[src/rtl/fetch_seq_pkg.sv]
// Shared types and widths for the instruction fetch sequencer.
// States: IDLE -> IFETCH -> EXEC -> {DATA | IFETCH | HALTED}.
package fetch_seq_pkg;

    localparam int ADDR_W = 16;
    localparam int DATA_W = 8;

    typedef enum logic [2:0] {
        S_IDLE   = 3'd0,
        S_IFETCH = 3'd1,
        S_EXEC   = 3'd2,
        S_DATA   = 3'd3,
        S_HALTED = 3'd4
    } state_t;

endpackage

[src/rtl/fetch_timeout.sv]
// Bus-wait cycle counter: counts cycles while running, expires on the TIMEOUT_CYC-th.
// Only compiled when FETCH_SEQ_TIMEOUT_EN is defined.
`ifdef FETCH_SEQ_TIMEOUT_EN
module fetch_timeout #(
    parameter int TIMEOUT_CYC = 16
) (
    input  logic i_clk,
    input  logic i_rst,
    input  logic i_start,
    input  logic i_clear,
    output logic o_expired
);

    localparam int CNT_W = $clog2(TIMEOUT_CYC) + 1;

    logic [CNT_W-1:0] r_cnt;

    always_ff @(posedge i_clk) begin
        if (i_rst || i_clear) begin
            r_cnt <= '0;
        end else if (i_start && !o_expired) begin
            r_cnt <= r_cnt + CNT_W'(1);
        end
    end

    // Fires during the last permitted wait cycle so the request drops on the next edge.
    assign o_expired = i_start && (r_cnt == CNT_W'(TIMEOUT_CYC - 1));

endmodule
`endif

[src/rtl/fetch_seq.sv]
// Instruction fetch sequencer: owns the PC, drives the req/ack memory port, runs data cycles.
// Optional bus-timeout fault enabled with FETCH_SEQ_TIMEOUT_EN.
module fetch_seq
    import fetch_seq_pkg::*;
#(
    parameter logic [ADDR_W-1:0] RESET_PC    = 16'h0000,
    parameter int                TIMEOUT_CYC = 16
) (
    input  logic              i_clk,
    input  logic              i_rst,
    output logic              o_mem_req,
    output logic              o_mem_we,
    output logic [ADDR_W-1:0] o_mem_addr,
    output logic [DATA_W-1:0] o_mem_wdata,
    input  logic [DATA_W-1:0] i_mem_rdata,
    input  logic              i_mem_ack,
    output logic [DATA_W-1:0] o_instr,
    output logic              o_instr_valid,
    input  logic              i_exec_fetch,
    input  logic              i_exec_we,
    input  logic [ADDR_W-1:0] i_data_addr,
    input  logic [DATA_W-1:0] i_data_wdata,
    output logic [DATA_W-1:0] o_data_rdata,
    output logic              o_data_valid,
    input  logic              i_pc_load,
    input  logic [ADDR_W-1:0] i_pc_load_val,
    input  logic              i_halt,
    output logic [ADDR_W-1:0] o_pc,
    output logic              o_fault,
    output state_t            o_dbg_state
);

    // Memory port: o_mem_req rises one cycle after entering IFETCH/DATA and stays high
    // with addr/we/wdata frozen until i_mem_ack is sampled high; ack is ignored while req=0.

    state_t            r_state;
    state_t            w_state_next;
    logic              r_mem_req;
    logic              r_mem_we;
    logic [ADDR_W-1:0] r_mem_addr;
    logic [DATA_W-1:0] r_mem_wdata;
    logic [DATA_W-1:0] r_instr;
    logic [DATA_W-1:0] r_data_rdata;
    logic              r_data_valid;
    logic [ADDR_W-1:0] r_pc;
    logic              w_expired;
    logic              w_fault;
    logic              w_xfer_done;

    assign w_xfer_done = r_mem_req && i_mem_ack;

`ifdef FETCH_SEQ_TIMEOUT_EN
    logic w_tmo_run;
    logic w_tmo_clear;
    logic r_fault;

    assign w_tmo_run   = r_mem_req && !i_mem_ack;
    assign w_tmo_clear = !w_tmo_run;

    fetch_timeout #(
        .TIMEOUT_CYC(TIMEOUT_CYC)
    ) u_timeout (
        .i_clk    (i_clk),
        .i_rst    (i_rst),
        .i_start  (w_tmo_run),
        .i_clear  (w_tmo_clear),
        .o_expired(w_expired)
    );

    always_ff @(posedge i_clk) begin
        if (i_rst) begin
            r_fault <= 1'b0;
        end else if (w_expired) begin
            r_fault <= 1'b1;
        end
    end

    assign w_fault = r_fault;
`else
    logic w_unused_timeout;

    assign w_unused_timeout = (TIMEOUT_CYC != 0);
    assign w_expired        = 1'b0;
    assign w_fault          = 1'b0;
`endif

    always_comb begin
        w_state_next = r_state;
        case (r_state)
            S_IDLE:   w_state_next = S_IFETCH;
            S_IFETCH: begin
                if (w_expired)        w_state_next = S_HALTED;
                else if (w_xfer_done) w_state_next = S_EXEC;
            end
            S_EXEC: begin
                if (i_exec_fetch)     w_state_next = S_DATA;
                else if (i_halt)      w_state_next = S_HALTED;
                else                  w_state_next = S_IFETCH;
            end
            S_DATA: begin
                if (w_expired)        w_state_next = S_HALTED;
                else if (w_xfer_done) w_state_next = i_halt ? S_HALTED : S_IFETCH;
            end
            S_HALTED: begin
                // A bus fault pins the sequencer here until reset.
                if (!i_halt && !w_fault) w_state_next = S_IFETCH;
            end
            default:                  w_state_next = S_IDLE;
        endcase
    end

    always_ff @(posedge i_clk) begin
        if (i_rst) begin
            r_state      <= S_IDLE;
            r_pc         <= RESET_PC;
            r_mem_req    <= 1'b0;
            r_mem_we     <= 1'b0;
            r_mem_addr   <= '0;
            r_mem_wdata  <= '0;
            r_instr      <= '0;
            r_data_rdata <= '0;
            r_data_valid <= 1'b0;
        end else begin
            r_state      <= w_state_next;
            r_data_valid <= 1'b0;
            case (r_state)
                S_IFETCH: begin
                    if (!r_mem_req) begin
                        r_mem_req  <= 1'b1;
                        r_mem_we   <= 1'b0;
                        r_mem_addr <= r_pc;
                    end else if (i_mem_ack) begin
                        r_instr   <= i_mem_rdata;
                        r_pc      <= r_pc + ADDR_W'(1);
                        r_mem_req <= 1'b0;
                    end else if (w_expired) begin
                        r_mem_req <= 1'b0;
                    end
                end
                S_EXEC: begin
                    if (i_pc_load) begin
                        r_pc <= i_pc_load_val;
                    end
                    if (i_exec_fetch) begin
                        r_mem_addr  <= i_data_addr;
                        r_mem_we    <= i_exec_we;
                        r_mem_wdata <= i_data_wdata;
                    end
                end
                S_DATA: begin
                    if (!r_mem_req) begin
                        r_mem_req <= 1'b1;
                    end else if (i_mem_ack) begin
                        r_mem_req <= 1'b0;
                        if (!r_mem_we) begin
                            r_data_rdata <= i_mem_rdata;
                            r_data_valid <= 1'b1;
                        end
                    end else if (w_expired) begin
                        r_mem_req <= 1'b0;
                    end
                end
                default: begin
                end
            endcase
        end
    end

    assign o_mem_req     = r_mem_req;
    assign o_mem_we      = r_mem_we;
    assign o_mem_addr    = r_mem_addr;
    assign o_mem_wdata   = r_mem_wdata;
    assign o_instr       = r_instr;
    assign o_instr_valid = (r_state == S_EXEC);
    assign o_data_rdata  = r_data_rdata;
    assign o_data_valid  = r_data_valid;
    assign o_pc          = r_pc;
    assign o_fault       = w_fault;
    assign o_dbg_state   = r_state;

endmodule

[config.mk]
export PLATFORM = sky130hd
export DESIGN_NAME = fetch_seq
export DESIGN_NICKNAME = d
export VERILOG_FILES = /design/src/rtl/fetch_seq_pkg.sv /design/src/rtl/fetch_timeout.sv /design/src/rtl/fetch_seq.sv
export SDC_FILE = /design/constraint.sdc
export NUM_CORES = 1
export LEC_CHECK = 0
export CAP_MARGIN = 20
export CORE_MARGIN = 2
export CORE_UTILIZATION = 35
export CTS_CLUSTER_SIZE = 12
export DETAILED_ROUTE_END_ITERATION = 10
export GPL_ROUTABILITY_DRIVEN = 0
export GPL_TIMING_DRIVEN = 0
export PLACE_DENSITY = 0.66
export SLEW_MARGIN = 20
export SYNTH_ARGS = -nofsm -noshare
export SYNTH_HDL_FRONTEND = slang
export SYNTH_SLANG_ARGS = --single-unit
[constraint.sdc]
create_clock -name i_clk -period 4.2 [get_ports i_clk]
set_input_delay 0.84 -clock i_clk [delete_from_list [all_inputs] [get_ports i_clk]]
set_output_delay 0.84 -clock i_clk [all_outputs]
set_load 0.05 [all_outputs]
==> metrics.md <==
| Metric | Value |
|---|---|
| Final cell count without fillers | 597 |
| Post-Synth Adder-Cell Area | 0.408% |
| Final ANT Viol Nets | 0 |
| Count of final hold-check violations | 0 |
| XOR/XNOR Fraction of Synth Area | 0.285% |
| Fin Clk Skew | 8.95 ps |
| Sequential area share after synthesis | 40.5% |
| Crit path DAT | 2590 ps |
| I/O pin cnt | 119 |
| DR vias/cell | 5.22 |
| VDD IR max | 0.168 mV |
| Clk buf depth | 2 |
| Synthesis-stage register bit count | 62 |
| Post-Synth Simple-Gate Area | 25.4% |
| First-pass GRT wire length | 15,600 um |
| Hold crit path type | reg -> reg |
| Post-CTS Setup Bufs | 0 |
| Final worst path period need | 3430 ps |
| Synth Cell Area | 3070 um^2 |
| DR DRC count | 0 |
| Setup tns final | 0 ps |
| Reg area | 1240 um^2 |
| Complex-gate fraction of the synthesized area | 21.7% |
| Synth top area cells | dfxtp_1 (40%), a311oi_2 (8.3%), nand2_1 (7.1%) |
| Endpoint, Worst Hold | o_mem_wdata[3]$_SDFFE_PP0P_ |
| Measured slew at the worst slew-check pin | 715 ps |
| Pins over their slew limit | 0 |
| Min-delay src | o_mem_wdata[3]$_SDFFE_PP0P_ |
| Overall power | 1.36 mW |
| Most common cell after layout, fill and taps aside | clkdlybuf4s50_1 |
| Share of post-route cells with drive strength above 1 | 10.6% |
| Overall Global Routing Usage | 20.0% |
| Reg-to-reg endpoint | o_pc[12]$_SDFFE_PP0P_ |
| Root buf cell | clkbuf_8 |
| Die W | 97.6 um |
| Top Family by Delay on Critical Path | buffers and inverters |
| Iter 0 DRT Violations | 125 |
| Hold buffers post-CTS | 0 |
| Hold path depth | 2 |
| Area of the multi-input gates | 1630 um^2 |
| Worst Path Buf+Inv | 6 |
| Reg2reg path depth | 5 |
| Static Leakage | 1.44 nW |
| CP Capture Type | output pin |
| TritonCTS clock tree | done |
| Post-synthesis cell count | 358 |
| Share of the synthesized area in the top cell type | 40.5% |
| Status | completed |
| Max Cap Violations | 0 |
| Final WS setup | 766 ps |
| Nets | 541 |
| Pre-CTS setup slack | 1120 ps |
| Commonest register cell after synthesis | dfxtp_1 |
| PostCTS Resize Cnt | 0 |
| Leading area contributor after synthesis | dfxtp_1 |
| Clk sinks | 62 |
| Most frequent CP cell | buf_2 |
| Starting Density | 35.7% |
| Reg clk slew, reported paths | 70 ps |
| RSZ-0062 raised after global routing | no |
| Largest family of logic cells by synthesized area | simple AND/OR/NAND/NOR gates |
| Mux cell area share after synthesis | 5.22% |
| Clock latency on the worst-skew pair | 340 ps |
| Vias | 3,119 |
| Power per cell area | 302 nW/um^2 |
| Cell variety after synth | 46 |
| Pin count of the biggest net entering global routing | 11 |
| CTS buffer count | 9 |
| Syn Area/Cell | 8.57 um^2 |
| Critical setup path kind | reg -> out |
| Crit path cell chain | buf_2 -> or3b_1 -> buf_2 -> inv_2 -> buf_6 -> buf_4 -> clkdlybuf4s50_1 |
| Slew HR | 52.3% |
| Syn nets | 414 |
| Reg2Reg Setup Slack | 2070 ps |
| Synth async-reset ratio | 0% |
| Fin crit share | 81.8% |
| Area delta synth->final | 47.1% |
| Row count | 34 |
| PortBufs | 116 |
| Slowest stage cell, crit path | clkdlybuf4s50_1 |
| Post-Place Cells | 582 |
| Global route overflow | 0 |
| Number of synthesized flops with an enable pin | 0 |
| CP Max Fanout | 10 |
| Crit path launch type | register |
| Max Clk Rate | 291 MHz |
| DR pass1 iterations | 5 |
| Die Area | 9530 um^2 |
| Synth warn | 0 |
| Most frequent cells in the layout | clkdlybuf4s50_1 (116), dfxtp_1 (62), nand2_1 (58) |
| Initial antenna violation count | 0 |
| WL per Instance | 16.1 um |
| Critical Path Max Stage Delay | 820 ps |
| Core outline area | 8590 um^2 |
| Worst Path Required | 3360 ps |
| Hold WS | 454 ps |
| Dpl hpwl | 6990 um |
| R2r startpoint | o_mem_req$_SDFFE_PP0P_ |
| Chip height | 97.6 um |
| Final WL | 9620 um |
| Finish-stage setup viols | 0 |
| Number of global-route vias before repair | 3,002 |
| Fill count | 822 |
| Diodes inserted | 0 |
| H-tree levels | 3 |
[layer usage]
| layer | wire [um] | vias up | track usage, % |
|---|---|---|---|
| met5 | 0 | - | 0 |
| met4 | 186 | 0 | 7.26 |
| met3 | 875 | 17 | 5.97 |
| met2 | 4270 | 142 | 32.0 |
| met1 | 4290 | 1434 | 25.7 |
| li1 | - | 1526 | - |
[per-stage QoR]
stage / util, % / cell area (um^2)
after floorplan: - / 3070
after global placement: 50.8 / 4360
after detailed placement: 50.8 / 4360
after CTS: 52.5 / 4510
after global routing: 52.5 / 4510
final: 52.5 / 4510
[worst max-delay path by stage]
stage | slack [ps] | startpoint | depth (start not counted) | endpoint
floorplan | 1740 | o_dbg_state[2]$_SDFFE_PP0P_ | 6 | o_instr_valid
global placement | 1130 | o_dbg_state[2]$_SDFFE_PP0P_ | 7 | o_instr_valid
detailed placement | 1120 | o_dbg_state[2]$_SDFFE_PP0P_ | 7 | o_instr_valid
CTS | 760 | o_dbg_state[2]$_SDFFE_PP0P_ | 7 | o_instr_valid
global route | 660 | o_dbg_state[2]$_SDFFE_PP0P_ | 7 | o_instr_valid
finish | 770 | o_dbg_state[2]$_SDFFE_PP0P_ | 7 | o_instr_valid
[registers in the layout, summed over array words and instances (netlist names)]
name          cells
o_mem_addr       16
o_pc             16
o_data_rdata      8
o_instr           8
o_mem_wdata       8
o_dbg_state       3
o_data_valid      1
o_mem_req         1
o_mem_we          1
[power breakdown]
part           switching [mW]  internal, mW  total [mW]
registers              0.0163         0.611       0.627
logic                   0.175         0.131       0.307
clock network           0.221         0.210       0.431
total                   0.413         0.952        1.36
[worst min-delay path: cells and delay by family, from the launching register on]
family	cells	cell delay, ps
simple gates	1	50
compound gates	1	50
flops	1	310
[cell usage after synthesis, types with 5 or more instances]
master / instances
o21ai_0: 19
nand4_1: 6
mux2i_1: 16
dfxtp_1: 62
nor2_1: 39
a311oi_2: 17
a21oi_1: 22
nand3_1: 9
buf_6: 7
nand2_1: 58
nor2b_1: 7
nor3_1: 6
and2_1: 9
clkbuf_1: 13
buf_2: 5
[final cells by class]
cell class	instances	share of cell area, %
inverter	4	0.333
tap	108	2.99
buffer	29	4.05
clock inverter	2	0.222
clock buffer	13	3.08
sequential	62	27.5
multi-input combinational	263	36.1
timing repair buffer	116	25.7
[kinds of logic (layout without fill, tap and decap cells)]
kind of cell / after synthesis / after routing
compound gates: 83 / 83
mux: 16 / 16
xor+xnor: 1 / 1
fa+ha+maj: 1 / 1
simple gates: 161 / 161
flops: 62 / 62
other cells: 1 / 1
buf+inv: 33 / 164
Power figures use the tool's default switching activity.
